<file path="config.mk">
export PLATFORM = sky130hd
export DESIGN_NAME = prio_encoder_n
export DESIGN_NICKNAME = d
export VERILOG_FILES = /design/src/rtl/prio_encoder_n.sv
export SDC_FILE = /design/constraint.sdc
export NUM_CORES = 1
export LEC_CHECK = 0
export BUFFER_PORTS_ARGS = -buffer_cell sky130_fd_sc_hd__buf_4
export CAP_MARGIN = 10
export CELL_PAD_IN_SITES_DETAIL_PLACEMENT = 1
export CELL_PAD_IN_SITES_GLOBAL_PLACEMENT = 2
export CORE_ASPECT_RATIO = 1.4
export CORE_MARGIN = 4
export CORE_UTILIZATION = 30
export CTS_BUF_LIST = sky130_fd_sc_hd__clkbuf_2
export CTS_CLUSTER_DIAMETER = 50
export CTS_CLUSTER_SIZE = 30
export DETAILED_ROUTE_END_ITERATION = 10
export GPL_ROUTABILITY_DRIVEN = 0
export GPL_TIMING_DRIVEN = 0
export PLACE_DENSITY_LB_ADDON = 0.3
export SYNTH_ARGS = -nofsm -noshare
export SYNTH_HDL_FRONTEND = slang
export SYNTH_SLANG_ARGS = --single-unit
</file>
<file path="constraint.sdc">
create_clock -name clk -period 2.9 [get_ports clk]
set_clock_uncertainty 0.2 [all_clocks]
set_input_delay 0.29 -clock clk [delete_from_list [all_inputs] [get_ports clk]]
set_output_delay 0.29 -clock clk [all_outputs]
set_load 0.02 [all_outputs]
</file>
<file path="src/rtl/prio_encoder_n.sv">
// One-entry registered priority encoder with valid/ready handshake and a multi-hot error counter.
// Define ROUND_ROBIN_EN to replace fixed LSB-first priority with a rotating-pointer scheme.
module prio_encoder_n #(
  parameter int unsigned WIDTH = 8,
  parameter int unsigned IDX_W = 3
) (
  input  logic             clk,
  input  logic             rst_n,
  input  logic             in_valid,
  output logic             in_ready,
  input  logic [WIDTH-1:0] i,
  output logic             out_valid,
  input  logic             out_ready,
  output logic [IDX_W-1:0] y,
  output logic             none,
  output logic             multi,
  output logic [7:0]       err_cnt
);

  typedef enum logic [0:0] {StEmpty, StFull} state_e;

  state_e           state_q, state_d;
  logic [IDX_W-1:0] y_q, y_d;
  logic             none_q, none_d;
  logic             multi_q, multi_d;
  logic [7:0]       err_cnt_q, err_cnt_d;

  logic             accept;
  logic [IDX_W-1:0] win;
  logic             vec_none;
  logic             vec_multi;

  assign vec_none  = ~|i;
  // Clearing the lowest set bit leaves something only if two or more bits were set.
  assign vec_multi = |(i & (i - WIDTH'(1)));

`ifdef ROUND_ROBIN_EN
  logic [IDX_W-1:0]   ptr_q, ptr_d;
  logic [2*WIDTH-1:0] dbl;
  logic [WIDTH-1:0]   rot;
  logic [IDX_W:0]     off;
  logic [IDX_W:0]     sum;
  logic               found;

  // Rotate so bit ptr lands at position 0, then take the lowest set bit.
  always_comb begin
    dbl   = {i, i} >> ptr_q;
    rot   = dbl[WIDTH-1:0];
    off   = '0;
    found = 1'b0;
    for (int k = 0; k < WIDTH; k++) begin
      if (!found && rot[k]) begin
        off   = (IDX_W+1)'(k);
        found = 1'b1;
      end
    end
    sum = {1'b0, ptr_q} + off;
    if (sum >= (IDX_W+1)'(WIDTH)) begin
      sum = sum - (IDX_W+1)'(WIDTH);
    end
    win = found ? sum[IDX_W-1:0] : '0;
  end

  always_comb begin
    ptr_d = ptr_q;
    if (accept && !vec_none) begin
      ptr_d = (win == IDX_W'(WIDTH - 1)) ? '0 : win + IDX_W'(1);
    end
  end

  always_ff @(posedge clk or negedge rst_n) begin
    if (!rst_n) begin
      ptr_q <= '0;
    end else begin
      ptr_q <= ptr_d;
    end
  end
`else
  logic found;

  always_comb begin
    win   = '0;
    found = 1'b0;
    for (int k = 0; k < WIDTH; k++) begin
      if (!found && i[k]) begin
        win   = IDX_W'(k);
        found = 1'b1;
      end
    end
  end
`endif

  assign out_valid = (state_q == StFull);
  assign in_ready  = !out_valid || out_ready;
  assign accept    = in_valid && in_ready;

  always_comb begin
    state_d   = state_q;
    y_d       = y_q;
    none_d    = none_q;
    multi_d   = multi_q;
    err_cnt_d = err_cnt_q;
    if (accept) begin
      state_d = StFull;
      y_d     = win;
      none_d  = vec_none;
      multi_d = vec_multi;
      if (vec_multi && (err_cnt_q != 8'hFF)) begin
        err_cnt_d = err_cnt_q + 8'd1;
      end
    end else if (out_ready) begin
      state_d = StEmpty;
    end
  end

  always_ff @(posedge clk or negedge rst_n) begin
    if (!rst_n) begin
      state_q   <= StEmpty;
      y_q       <= '0;
      none_q    <= 1'b0;
      multi_q   <= 1'b0;
      err_cnt_q <= '0;
    end else begin
      state_q   <= state_d;
      y_q       <= y_d;
      none_q    <= none_d;
      multi_q   <= multi_d;
      err_cnt_q <= err_cnt_d;
    end
  end

  assign y       = y_q;
  assign none    = none_q;
  assign multi   = multi_q;
  assign err_cnt = err_cnt_q;

endmodule

</file>
==> out/metrics.csv, run 1 <==
stage,metric,value,unit
run_status,status,"complete, no violations",
timing,hold_viol,0,
synthesis,synth_cells,70,
timing,setup_tns,0,ns
synthesis,synthTopCellsByArea,"dfrtp_1 48%, xor2_1 8.4%, nand2_1 4.6%, nor3_1 4.1%, nor4_4 2.9%",
timing,finalCritPeriodShare,0.6940,
drt,ant_nets,0,
drt,wl_per_cell,14.37,microns
synthesis,synth_warnings,0,
setup_path,criticalPathCategory,reg2reg,
timing,maxSlewHeadroom,0.5577,
setup_path,required,2.86,ns
layout,drive_gt1_frac,0.3300,
floorplan,core_area,2252,sq um
synthesis,ys_ff_latch,14,
synthesis,synth.distinct_cells,25,
clock_network,cts_buffers,3,
synthesis,yosysTopAreaCell,dfrtp_1,
drt,drc,0,
run,maxCapViolCount,0,
clock_network,root_buffer,clkbuf_2,
timing,slew_viol_final,0,
timing,post-route-min-period,2.013,ns
floorplan,die_area,3291,sq um
clock_network,cts_tree,done,
timing,rsz0062_at_grt,no,
timing,finalWorstSetupSlack,0.8874,ns
synthesis,syn-num-nets,83,
power,power_density,661.3,nW/um^2
global_routing,grt_pass1_vias,718,
timing,final-setup-viol-count,0,
global_routing,overflow,0,
clock_network,clk_pin_slew,0.13,ns
timing,worst_slew_pin_slew,0.6606,ns
floorplan,dieHeight,66.30,microns
floorplan,pin_count,27,
global_routing,antenna_found_initial,0,
power,leakage,0.0004666,uW
setup_path,cpPeakStageDelay,0.56,ns
global_routing,grt_max_degree,15,
layout,finish.net_count,115,
placement,dp_hpwl,1406,microns
power,ir_drop,0.1985,mV
global_routing,grt_pass1_wl,3063,microns
floorplan,rows,20,
placement,placed_cell_area,950.9,sq um
layout,n_antenna_cell,0,
drt,via_count,664,
setup_path,cp_slowest_cell,o211ai_1,
global_routing,globalRouteTotalUtil,0.1191,
drt,drt_pass1_iterations,3,
clock_network,clock-sinks,14,
drt,viasPerCell,5.443,
synthesis,syn_area_per_cell,10.40,sq um
synthesis,syn_area,728.2,sq um
clock_network,cts_max_level,1,
layout,final_area,975.9,sq um
setup_path,crit_path_end_kind,flip-flop,
setup_path,critPathLaunchType,flip-flop,
setup_path,path_max_fanout,7,
placement,pre_cts_slack,0.7795,ns
layout,syn_to_final_growth,34.02,%
floorplan,initial_utilization,0.3233,
synthesis,ys_seq_area_frac,0.4811,
clock_network,clock_path_buffers,2,
synthesis,synth_top_area_frac,0.4811,
timing,max_freq,0.4969,GHz
drt,totalWireLength,1753,microns
drt,drt_iter0_drc,4,
clock_network,clock_latency,0.26,ns
placement,portBuffers,26,
min_path,hold_class,in2reg,
setup_path,arrival,1.97,ns
floorplan,die_w,49.64,microns
setup_path,cp_cell_sequence,ha_1 > nand3_1 > o211ai_1 > nor2_4 > mux2_4,
worst max-delay path: cells and delay by family, from the launching register on:
family,cells,cell delay [ns]
simple gates,2,0.17
mux,1,0.31
fa+ha+maj,1,0.25
compound gates,1,0.56
flops,1,0.42
per-layer routing:
metal	vias up	GRT usage	wire, microns
met4	0	0.07266	27
met1	323	0.1241	678
met5	-	0	0
met2	18	0.2285	965
li1	321	-	-
met3	2	0.006772	82
state kept, by name, indices dropped and copies added, names as in the netlist:
| signal | count |
|---|---|
| err_cnt | 8 |
| multi | 1 |
| none | 1 |
| y | 3 |
| out_valid | 1 |
area by class of cell:
class | instances | area [sq um]
fillers | 265 | 1276
clock buffers | 3 | 15.01
multi-input cells | 53 | 366.6
flip-flops and latches | 14 | 350.3
inverters | 3 | 11.26
well taps | 22 | 27.53
repair buffers | 27 | 205.2
kinds of logic (layout without fill, tap and decap cells):
kind of cell / after synthesis / count (layout) / synth area share
AOI/OAI and AO/OA: 14 / 14 / 0.1392
xor gates and xnor gates: 7 / 7 / 0.08419
DFF: 14 / 14 / 0.4811
adders and majority gates: 2 / 2 / 0.03093
and+or+nand+nor: 29 / 29 / 0.2285
muxes: 1 / 1 / 0.02061
buffers and inverters: 3 / 33 / 0.01546
metrics by stage:
stage / total power [uW] / utilization / std cells / hold slack, ns
5_1_grt: 693.3 / 0.4333 / 122 / 0.03311
2_1_floorplan: 438.9 / - / 70 / -0.2056
3_5_place_dp: 569.8 / 0.4222 / 118 / -0.04739
4_1_cts: 658.1 / 0.4333 / 122 / 0.01494
6_report: 645.4 / 0.4333 / 122 / 0.02717
3_3_place_gp: 559.1 / 0.4222 / 118 / -0.04842
placed cells by master (no fill, tap or decap):
cell type	Yosys	routed
a211oi_1	2	2
a21oi_1	1	1
a32oi_1	1	1
buf_4	0	26
clkbuf_2	0	3
dfrtp_1	14	14
dlygate4sd3_1	0	1
ha_1	1	1
inv_1	3	3
maj3_1	1	1
mux2_4	1	1
nand2_1	9	9
nand2b_1	2	2
nand3_1	4	4
nand4_1	1	1
nor2_1	1	1
nor2_4	1	1
nor3_1	6	6
nor4_1	3	3
nor4_4	1	1
o211ai_1	1	1
o211ai_2	1	1
o21ai_0	4	4
o21bai_1	1	1
o31ai_1	1	1
o41ai_1	2	2
or3b_1	1	1
xor2_1	7	7
worst paths after layout:
check | startpoint | endpoint | slack [ns] | depth (start not counted)
worst min-delay path | in_valid | out_valid | 0.03 | 2
worst min register to register | y[1] | y[1] | 0.30 | 2
min in group asynchronous | rst_n | err_cnt[6] | 0.21 | 2
worst max-delay path | err_cnt[0] | err_cnt[1] | 0.89 | 5
max in group asynchronous | rst_n | err_cnt[0] | 2.12 | 2
worst max register to register | err_cnt[0] | err_cnt[1] | 0.89 | 5
cells in the mapped netlist:
cell type,number
a32oi_1,1
nor4_4,1
o21bai_1,1
a211oi_1,2
nor2_4,1
o211ai_1,1
nand2b_1,2
nor2_1,1
ha_1,1
maj3_1,1
o41ai_1,2
a21oi_1,1
nand2_1,9
xor2_1,7
inv_1,3
nor4_1,3
nand3_1,4
nor3_1,6
o31ai_1,1
or3b_1,1
o211ai_2,1
o21ai_0,4
nand4_1,1
dfrtp_1,14
mux2_4,1
power by group:
part / leakage, uW / switching, uW / internal, uW
clock: 0.0000125 / 57.4 / 28.2
sequential: 0.000177 / 62.0 / 241
combinational: 0.000277 / 137 / 120
total: 0.000467 / 257 / 389
what timing repair did:
action / CTS / global route
hold buffers: 1 / 0
gates resized for setup: 0 / 0
endpoints found under the hold margin: 14 / 0
buffers inserted: 0 / 0
Note: power is estimated with default switching activity, not from simulation.
==> run 2, diff against run 1 <==
--- a/config.mk
+++ b/config.mk
@@ -5,13 +5,14 @@
 export SDC_FILE = /design/constraint.sdc
 export NUM_CORES = 1
 export LEC_CHECK = 0
+export ABC_AREA = 1
 export BUFFER_PORTS_ARGS = -buffer_cell sky130_fd_sc_hd__buf_4
 export CAP_MARGIN = 10
 export CELL_PAD_IN_SITES_DETAIL_PLACEMENT = 1
 export CELL_PAD_IN_SITES_GLOBAL_PLACEMENT = 2
 export CORE_ASPECT_RATIO = 1.4
 export CORE_MARGIN = 4
-export CORE_UTILIZATION = 30
+export CORE_UTILIZATION = 26
 export CTS_BUF_LIST = sky130_fd_sc_hd__clkbuf_2
 export CTS_CLUSTER_DIAMETER = 50
 export CTS_CLUSTER_SIZE = 30
==> constraint.sdc (replaced) <==
create_clock -name clk -period 1.65 [get_ports clk]
set_clock_uncertainty 0.2 [all_clocks]
set_input_delay 0.165 -clock clk [delete_from_list [all_inputs] [get_ports clk]]
set_output_delay 0.165 -clock clk [all_outputs]
set_load 0.02 [all_outputs]
==> run 2 against run 1 <==
Effect of this change: sequential power grew 63%; largest power group unchanged; register-to-register slack got worse by 0.81 ns; power increased by 79%; the run now ends with hold timing left; first-iteration DRC count is 25% higher.
==> out/metrics.csv, run 2 <==
stage,metric,value,unit
setup_path,required,1.70,ns
timing,worst_slew_pin_slew,0.3192,ns
synthesis,synth_top_area_frac,0.4130,
setup_path,setup.worst_path.start,err_cnt[1],
timing,slew_viol_final,0,
synthesis,ys_seq_area_frac,0.4130,
global_routing,globalRouteTotalUtil,0.1444,
clock_network,clock_path_buffers,2,
synthesis,synth_enable_flop_cells,0,
placement,pre_cts_slack,-0.1462,ns
layout,finalNonFillerCells,189,
drt,via_count,914,
global_routing,grt_max_degree,15,
global_routing,antenna_found_initial,0,
layout,final_area,1284,sq um
layout,n_antenna_cell,0,
layout,drive_gt1_frac,0.3533,
synthesis,synth_commonest_cells,"35 x nand2_1, 14 x dfrtp_1, 9 x inv_1, 9 x nor2_1, 8 x nand4_1",
drt,drt_pass1_iterations,4,
timing,max_freq,0.6353,GHz
setup_path,criticalPathCategory,reg2reg,
layout,final_common_cell,nand2_1,
global_routing,overflow,0,
timing,finalHoldWorstSlack,-0.007809,ns
layout,multiInputGateArea,515.5,sq um
floorplan,core_area,3123,sq um
drt,totalWireLength,2751,microns
setup_path,crit_path_end_kind,flip-flop,
synthesis,synth_warnings,0,
clock_network,root_buffer,clkbuf_2,
power,fin_total_pwr,1155,uW
drt,drc,0,
setup_path,cp_cell_sequence,ha_4 > nand3_4 > nor2_4 > nand3_4 > nand3_4 > nand2_1 > nand2_1,
clock_network,cts_max_level,1,
setup_path,cp_slowest_cell,dfrtp_2,
synthesis,syn_area_per_cell,7.855,sq um
synthesis,async_reset_ff_frac,1.000,
run,maxCapViolCount,0,
drt,viasPerCell,4.836,
setup_path,r2r_start,err_cnt[1],
synthesis,yosysTopAreaCell,dfrtp_1,
layout,seq_area,354.1,sq um
timing,finalCritPeriodShare,0.9540,
setup_path,arrival,1.63,ns
floorplan,dieHeight,75.59,microns
timing,rsz0062_at_grt,yes,
synthesis,ys_dominant_reg_cell,dfrtp_1,
synthesis,ys_ff_latch,14,
layout,final_cell_mix,"33 x nand2_1, 28 x buf_4, 11 x dfrtp_1",
floorplan,die_area,4254,sq um
timing,finalWorstSetupSlack,0.07589,ns
min_path,hp-start,i[5],
clock_network,clk_pin_slew,0.15,ns
power,power_density,899.6,nW/um^2
floorplan,rows,24,
setup_path,cpPeakStageDelay,0.44,ns
timing,hold_viol,1,
drt,wl_per_cell,14.56,microns
min_path,hold_class,in2reg,
drt,drt_iter0_drc,5,
clock_network,clock-sinks,14,
layout,syn_to_final_growth,51.33,%
clock_network,clock_latency,0.32,ns
placement,placed_cell_area,1095,sq um
drt,ant_nets,0,
synthesis,synth.distinct_cells,24,
run_status,violations,hold timing,
synthesis,syn-num-nets,121,
clock_network,cts_buffers,3,
global_routing,grt.met1_usage,0.1519,
floorplan,pin_count,27,
layout,final.fill_count,406,
synthesis,syn_area,848.3,sq um
floorplan,die_w,56.28,microns
setup_path,critPathLaunchType,flip-flop,
placement,dp_hpwl,1956,microns
run_status,status,"complete, but fails checks",
placement,placed_cells,173,
layout,finish.net_count,164,
floorplan,initial_utilization,0.2716,
setup_path,crit_path_frequent_cell,nand3_4,
synthesis,synth_cells,108,
timing,maxSlewHeadroom,0.7872,
global_routing,grt_pass1_wl,4740,microns
timing,final-setup-viol-count,0,
power,leakage,0.0006407,uW
global_routing,grt_pass1_vias,991,
global_routing,busiest_layer,met2,
synthesis,synthTopCellsByArea,"dfrtp_1 41%, nand2_1 15%, nand4_1 5.9%, xor2_1 4.1%, inv_1 4.0%",
placement,portBuffers,26,
layout,largest_reg_flops,8,
global_routing,use_met3,0.02542,
timing,post-route-min-period,1.574,ns
global_routing,use_met2,0.2718,
clock_network,cts_tree,done,
power,ir_drop,0.4872,mV
synthesis,synthMostInstantiatedCell,nand2_1,
setup_path,path_max_fanout,8,
run 2: cell type report:
cell class	instances	share of cell area
Timing Repair Buffer	37	0.2339
Inverter	10	0.02924
Buffer	1	0.005848
Sequential cell	14	0.2758
Clock buffer	4	0.01559
Multi-Input combinational cell	84	0.4016
Tap cell	39	0.03801
run 2: worst max-delay path, delay by kind of cell (launching register included):
kind	cells	cell delay, ns
AND/OR/NAND/NOR	6	0.70
adder cells (fa/ha/maj)	1	0.18
flip-flops	1	0.44
run 2: stage by stage:
stage	setup TNS, ns	utilization
after global placement	-0.9890	0.3506
after detailed placement	-1.099	0.3506
final	0	0.4111
after floorplan	0	-
after CTS	0	0.3938
after global routing	-0.05479	0.4111
run 2: worst paths after layout:
path,cells past startpoint,to,slack [ns]
worst max-delay path,7,err_cnt[6],0.08
worst min-delay path,3,y[0],-0.008
worst max register to register,7,err_cnt[6],0.08
worst min register to register,2,y[2],0.31
max in group asynchronous,2,multi,1.06
min in group asynchronous,2,err_cnt[5],0
run 2: metal layers:
| layer | part of all wire | up-vias | routed length, microns |
|---|---|---|---|
| li1 | - | 442 | - |
| met5 | 0 | - | 0 |
| met2 | 0.54 | 20 | 1483 |
| met1 | 0.40 | 447 | 1088 |
| met3 | 0.044 | 5 | 120 |
| met4 | 0.021 | 0 | 58 |
run 2: kinds of logic after synthesis:
family                     Yosys count  synth area share
buffers and inverters               11           0.05013
xor gates and xnor gates             6           0.06195
AOI/OAI and AO/OA                   10           0.07227
adders and majority gates            1           0.01475
and+or+nand+nor                     66            0.3879
DFF                                 14            0.4130
run 2: repair_timing:
item                                   CTS  global route
gates resized for setup                  4             9
endpoints found under the hold margin   17             0
buffers inserted                         1             1
cloned                                   0             1
setup endpoints to repair                8            11
pin swaps                                0             4
hold buffers                             9             0
run 2: report_power, final:
group | switching [uW] | total, uW | internal (uW)
Combinational | 248 | 471 | 223
Clock | 125 | 189 | 64.0
Sequential | 86.1 | 495 | 409
Total | 459 | 1150 | 695
